==> config.mk <==
export PLATFORM = sky130hd
export DESIGN_NAME = uart_tx_fifo
export DESIGN_NICKNAME = d
export VERILOG_FILES = /design/src/rtl/uart_tx_fifo.sv
export SDC_FILE = /design/constraint.sdc
export NUM_CORES = 1
export LEC_CHECK = 0
export BUFFER_PORTS_ARGS = -buffer_cell sky130_fd_sc_hd__buf_2
export CAP_MARGIN = 10
export CORE_UTILIZATION = 55
export CTS_CLUSTER_SIZE = 12
export DETAILED_ROUTE_END_ITERATION = 6
export PLACE_DENSITY = 0.86
export SKIP_CTS_REPAIR_TIMING = 1
export SYNTH_ARGS = -nofsm -noshare
export SYNTH_HDL_FRONTEND = slang
export SYNTH_SLANG_ARGS = --single-unit
==> constraint.sdc <==
create_clock -name clk_i -period 2.3 [get_ports clk_i]
set_input_delay 0.46 -clock clk_i [delete_from_list [all_inputs] [get_ports clk_i]]
set_output_delay 0.46 -clock clk_i [all_outputs]
set_load 0.1 [all_outputs]
==> src/rtl/uart_tx_fifo.sv <==
// First-word-fall-through byte FIFO feeding the UART transmitter.
// The level and all status flags are registered, so ready/valid never depend combinationally on the opposite handshake.
module uart_tx_fifo #(
    parameter int DEPTH    = 16,
    parameter int AF_LEVEL = 12,
    parameter int AE_LEVEL = 2,
    localparam int AW      = $clog2(DEPTH)
) (
    input  logic          clk_i,
    input  logic          rst_i,
    input  logic          flush_i,
    input  logic [7:0]    s_data_i,
    input  logic          s_vld_i,
    output logic          s_rdy_o,
    output logic [7:0]    m_data_o,
    output logic          m_vld_o,
    input  logic          m_rdy_i,
    output logic [AW:0]   level_o,
    output logic          empty_o,
    output logic          full_o,
    output logic          almost_full_o,
    output logic          almost_empty_o
);

    localparam logic [AW:0]   DEPTH_L = (AW+1)'(DEPTH);
    localparam logic [AW:0]   AF_L    = (AW+1)'(AF_LEVEL);
    localparam logic [AW:0]   AE_L    = (AW+1)'(AE_LEVEL);
    localparam logic [AW:0]   LVL_ONE = (AW+1)'(1);
    localparam logic [AW-1:0] PTR_ONE = AW'(1);

    logic [7:0]    mem_r [DEPTH];
    logic [AW-1:0] wr_ptr_r;
    logic [AW-1:0] rd_ptr_r;
    logic [AW:0]   level_r;
    logic [AW:0]   level_nxt_s;
    logic          empty_r;
    logic          full_r;
    logic          af_r;
    logic          ae_r;
    logic          push_s;
    logic          pop_s;

    // Handshakes qualified by registered flags; next level with flush taking priority.
    always_comb begin
        push_s      = s_vld_i & ~full_r;
        pop_s       = m_rdy_i & ~empty_r;
        level_nxt_s = level_r;
        if (flush_i) begin
            level_nxt_s = {(AW+1){1'b0}};
        end else begin
            case ({push_s, pop_s})
                2'b10:   level_nxt_s = level_r + LVL_ONE;
                2'b01:   level_nxt_s = level_r - LVL_ONE;
                default: level_nxt_s = level_r;
            endcase
        end
    end

    // Pointers, level and flags, all updated on the same edge.
    always_ff @(posedge clk_i or posedge rst_i) begin
        if (rst_i) begin
            wr_ptr_r <= {AW{1'b0}};
            rd_ptr_r <= {AW{1'b0}};
            level_r  <= {(AW+1){1'b0}};
            empty_r  <= 1'b1;
            full_r   <= 1'b0;
            af_r     <= 1'b0;
            ae_r     <= 1'b1;
        end else begin
            if (flush_i) begin
                wr_ptr_r <= {AW{1'b0}};
                rd_ptr_r <= {AW{1'b0}};
            end else begin
                if (push_s) begin
                    wr_ptr_r <= wr_ptr_r + PTR_ONE;
                end
                if (pop_s) begin
                    rd_ptr_r <= rd_ptr_r + PTR_ONE;
                end
            end
            level_r <= level_nxt_s;
            empty_r <= (level_nxt_s == {(AW+1){1'b0}});
            full_r  <= (level_nxt_s == DEPTH_L);
            af_r    <= (level_nxt_s >= AF_L);
            ae_r    <= (level_nxt_s <= AE_L);
        end
    end

    // Storage is deliberately left unreset; a flushed push is never written.
    always_ff @(posedge clk_i) begin
        if (push_s && !flush_i) begin
            mem_r[wr_ptr_r] <= s_data_i;
        end
    end

    assign m_data_o       = mem_r[rd_ptr_r];
    assign m_vld_o        = ~empty_r;
    assign s_rdy_o        = ~full_r;
    assign level_o        = level_r;
    assign empty_o        = empty_r;
    assign full_o         = full_r;
    assign almost_full_o  = af_r;
    assign almost_empty_o = ae_r;

endmodule

Word-level counts from Yosys, hierarchy flattened
Memory sizes are Yosys's and may differ from the RTL's. Cells that the tools add are included.

Flip-flop bits (word level): 17. Bits in writable memories: 128. Input port bits: 13. Output and inout bits: 19. Logic and storage cells: 34. Memories kept: 1.

Add/subtract/negate cells: 4. $lt $le $gt $ge: 2. Equal/unequal tests: 3. Muxes and demuxes: 8. Bitwise gates (word level): 4. Reductions and logical operators: 5.

Memory list: mem_r (words 16, bits a word 8, rd ports 1, clocked after Yosys merged registers in 0, write ports 1, RTL line 31) `logic [7:0] mem_r [DEPTH];`.

Operators with widths (number): $mux W4 (4); $pmux W5 S2 (1); $add A4 B1 Y4 const B (2); $add A5 B1 Y5 const B (1); $eq A5 B5 Y1 const B (1); $ge A5 B4 Y1 const B (1); $le A5 B2 Y1 const B (1); $logic_not A5 Y1 (1); $mux W5 (1); $sub A5 B1 Y5 const B (1); $reduce_bool A2 Y1 (2); $and A1 B1 Y1 (2); $eq A2 B1 Y1 const B (1); $eq A2 B2 Y1 const B (1); $mux W1 (2); $not A1 Y1 (2); $logic_and A1 B1 Y1 (1); $logic_not A1 Y1 (1).

Depth between registers and ports, before layout
Depth after elaboration: 6. Gate-level depth with buffers: 10. Gate-level depth less buffers: 9.

Worst setup path before layout
OpenSTA, ideal clock, no wires.

Kind: reg2reg. Start: register full_r, in the netlist full_o. End: register full_r, in the netlist full_o. Setup time: 0.121 ns. Data arrival time: 2.650 ns. Data required time: 2.179 ns. Slack: -0.471 ns. Cell stages (with the launch flop): 11. Path buffers: 1. Period minus slack after synthesis: 2.771 ns. Cell sequence: dfrtp_1 -> nor2b_1 -> buf_4 -> nor2_1 -> xor2_1 -> ha_1 -> or3b_1 -> nand4_1 -> o221ai_1 -> o21bai_1 -> and4b_1.

Cells in the longest elaborated chain, start to end: 6. Elaborated cells on any way between the ends: 7. Those cells by class: eq/ne: 3; mux: 2; bitwise: 2.

RTL lines: start, declared (RTL line 37) `logic full_r;`; start signal, assigned (RTL line 83) `full_r <= (level_nxt_s == DEPTH_L);`; $not A1 Y1 * (RTL line 45) `push_s = s_vld_i & ~full_r;`; $and A1 B1 Y1 * (RTL line 45); $eq A2 B1 Y1 or $eq A2 B2 Y1 (tied branches) (RTL line 51) `case ({push_s, pop_s})`; $pmux W5 S2 * (RTL line 51); $mux W5 * (RTL line 48) `if (flush_i) begin`; $eq A5 B5 Y1 * (RTL line 83).

Mark *: on every way between the ends. The rest lies on a longest branch, timed or not. A chain may end at the register's enable or synchronous reset.

Worst setup path after layout
Start: register rd_ptr_r[0]. End: output m_data_o[0].

Cells in the longest elaborated chain, start to end: 1.

RTL lines: start, declared (RTL line 33) `logic [AW-1:0] rd_ptr_r;`; start signal, assigned (RTL line 63) `rd_ptr_r <= {AW{1'b0}};`; start signal, assigned (RTL line 72) `rd_ptr_r <= {AW{1'b0}};`; start signal, assigned (RTL line 78) `rd_ptr_r <= rd_ptr_r + PTR_ONE;`; $mem_v2 Z16 W8; end, declared (RTL line 15) `output logic [7:0] m_data_o,`.

Every way passes these cells.

==> results.ini <==
[critical_path]
critPathMaxFanout = 15
path_buf_inv = 2
crit_start = rd_ptr_r[0]$_DFFE_PP0P_
crit_chain = buf_12 -> mux4_1 -> mux4_2 -> buf_6
r2r-end = almost_full_o$_DFF_PP0_
r2r_slack_ns = -0.03
cp.required_ns = 1.84
timing.rr.start = empty_o$_DFF_PP1_
path_delay_family = multiplexers
path_class = register to primary output
end_kind = primary output
cp.arrival_ns = 2.43
critPathMaxStageDelay_ns = 0.58
startpoint_type = register
slowest_stage = mux4_1
cp_num_cells = 4
crit_path_end = m_data_o[0]
reg2reg_depth = 10

[global_routing]
grt_overflow_total = 0
grt_max_degree = 20
grt_pass1_vias = 3380
antenna_found_initial = 0
track_usage_pct = 25.46
grt_pass1_wl_um = 19970

[clock_tree]
clk_pin_slew_ns = 0.06
cts_tree = done
clock_path_buffers = 2
cts.sinks = 145
htreeDepth = 4
cts_root_buf = clkbuf_8
insertion_delay_ns = 0.51
cts_buffers = 17

[synthesis]
synthTopCellsByArea = edfxtp_1 64%, mux4_1 13%, dfrtp_1 6.2%, mux4_2 3.7%, nor2_1 1.6%
synth.top_cell.area_share_pct = 63.64
syn_inst = 308
synth_top_area_cell = edfxtp_1
synth_seq_cells = 145
syn-num-nets = 328
avgSynthCellArea_um2 = 19.61
syn_area_um2 = 6040
yosysWarnings = 0
ys_seq_area_share_pct = 70.73
synth.distinct_cells = 39

[route]
routedWlPerCell_um = 25.21
ant_nets = 0
vias = 3259
firstDrtPassIters = 5
routed_via_density = 6.208
wl_um = 13240
route.detailed.drc = 0
drtIter0Drc = 336

[power]
powerDensity_nw_per_um2 = 1107
ir_worst_vdd_v = 0.0006509
power_leakage_nw = 2.533

[placement]
port_buffers = 31
dpl_cell_area_um2 = 6521
place_congestion = 0.7909
dp_cells = 493
post-dp-hpwl_um = 8025

[timing]
rsz0062_at_grt = true
period_share_pct = 125.6
fin_crit_ns = 2.888
max_slew_margin_pct = 55.82
setup_viol = 10
slew_violations = 0
hold_viol_final = 0
fmax_mhz = 346.3
worst_pin_slew_ns = 0.6619
finalClockSkew_ns = 0.006900
fin_ws_ns = -0.5880

[min_path]
hp-class = input port to async pin

[run_status]
violations = negative setup slack
status = finished, violations left

[final_layout]
final_nets = 396
final_common_cell = edfxtp_1
fillCellCount = 634
area_growth_pct = 19.93
final_cell_mix = 128 x edfxtp_1, 36 x mux4_2, 32 x buf_4
seq_area_um2 = 4283
final-instance-count-excl-fill = 525
layout-drive-gt1-share_pct = 39.69
multi_input_area_um2 = 1595
final_area_um2 = 7243

[floorplanning]
rows = 37
io_pins = 32
die_w_um = 106.8
start_util_pct = 57.73
die_h_um = 106.8
die_area_um2 = 11400
core-area_um2 = 10460

[job]
cap_violations = 0

report_power, final:
group          internal, W  total (W)  switching, W
registers          0.00297    0.00308      0.000112
logic             0.000688    0.00198       0.00129
clock network      0.00196    0.00296       0.00100
cell usage after synthesis:
cell,count
nand2b_1,4
or2_2,1
nor2b_1,1
nor3b_1,1
mux4_2,10
a21o_1,2
xor2_1,6
buf_6,3
or3b_1,1
and4b_1,1
o31ai_1,2
nand2_1,15
o21bai_1,1
a41o_1,2
nor2_1,26
nand4_1,3
o32ai_1,1
nor4_2,1
buf_8,1
a21boi_0,1
ha_1,7
mux4_1,30
buf_4,2
o211a_1,1
nor3_1,6
a21oi_1,4
dfstp_2,2
edfxtp_1,128
o221ai_1,1
a31oi_1,1
buf_2,2
a221oi_2,1
mux2i_1,2
inv_2,2
xnor2_1,4
inv_1,6
dfrtp_1,15
o21ai_0,1
clkbuf_1,10
area by class of cell:
| class | count | share of cell area, % |
|---|---|---|
| Antenna cell | 1 | 0.03455 |
| Clock buffer | 18 | 5.770 |
| Clock inverter | 13 | 2.988 |
| Inverter | 8 | 0.4491 |
| Multi-Input combinational cell | 137 | 22.02 |
| Sequential cell | 145 | 59.13 |
| Tap cell | 136 | 2.349 |
| Timing Repair Buffer | 67 | 7.255 |
registers in the layout, summed over array words and instances, names as in the netlist:
name and count:
wr_ptr_r 4, level_o 5, mem_r 128, empty_o 1
full_o 1, rd_ptr_r 4, almost_empty_o 1, almost_full_o 1
cells by family after synthesis:
kind of cell	count (synthesis)	share of synthesized area (%)
flops	145	70.73
simple gates	60	4.620
mux	42	17.11
buf+inv	26	2.341
compound gates	18	2.300
xor+xnor	10	1.450
fa+ha+maj	7	1.450
layer usage:
metal  vias up  routed length (um)  share of wire (%)  GRT usage, %
li1       1362                   -                  -             -
met1      1623                4850                 37         33.32
met2       243                6666                 50         40.18
met3        31                1331                 10         7.416
met4         0                 388                2.9         10.96
met5         -                   0                  0             0
through the flow:
step           setup slack (ns)  hold slack, ns  util (%)  TNS [ns]  power (W)
2_1_floorplan           -0.1393          0.3845         -   -0.4572   0.004630
3_3_place_gp           -0.08538          0.5787     62.33   -0.4973   0.004935
3_5_place_dp            -0.1222          0.5726     62.33   -0.8900   0.004995
4_1_cts                 -0.7046         0.03120     68.39    -6.069   0.007965
5_1_grt                 -0.6675         0.07342     69.21    -5.587   0.008248
6_report                -0.5880         0.03611     69.23    -4.554   0.008020
worst register-to-register path: stages (launching register included):
cell and delay, ns:
dfstp_4 0.62, nand2b_4 0.13, buf_4 0.14, inv_4 0.08, ha_4 0.19, a21oi_1 0.25
a21boi_2 0.25, nor3_2 0.07, xnor2_1 0.13, buf_4 0.16, o31ai_2 0.22
worst min-delay path by stage:
stage | endpoint | depth (start not counted)
floorplan | almost_full_o$_DFF_PP0_ | 1
global placement | wr_ptr_r[1]$_DFFE_PP0P_ | 2
detailed placement | rd_ptr_r[2]$_DFFE_PP0P_ | 2
CTS | level_o[4]$_DFF_PP0_ | 2
global route | full_o$_DFF_PP0_ | 2
finish | full_o$_DFF_PP0_ | 2
Note: power is estimated with default switching activity, not from simulation.
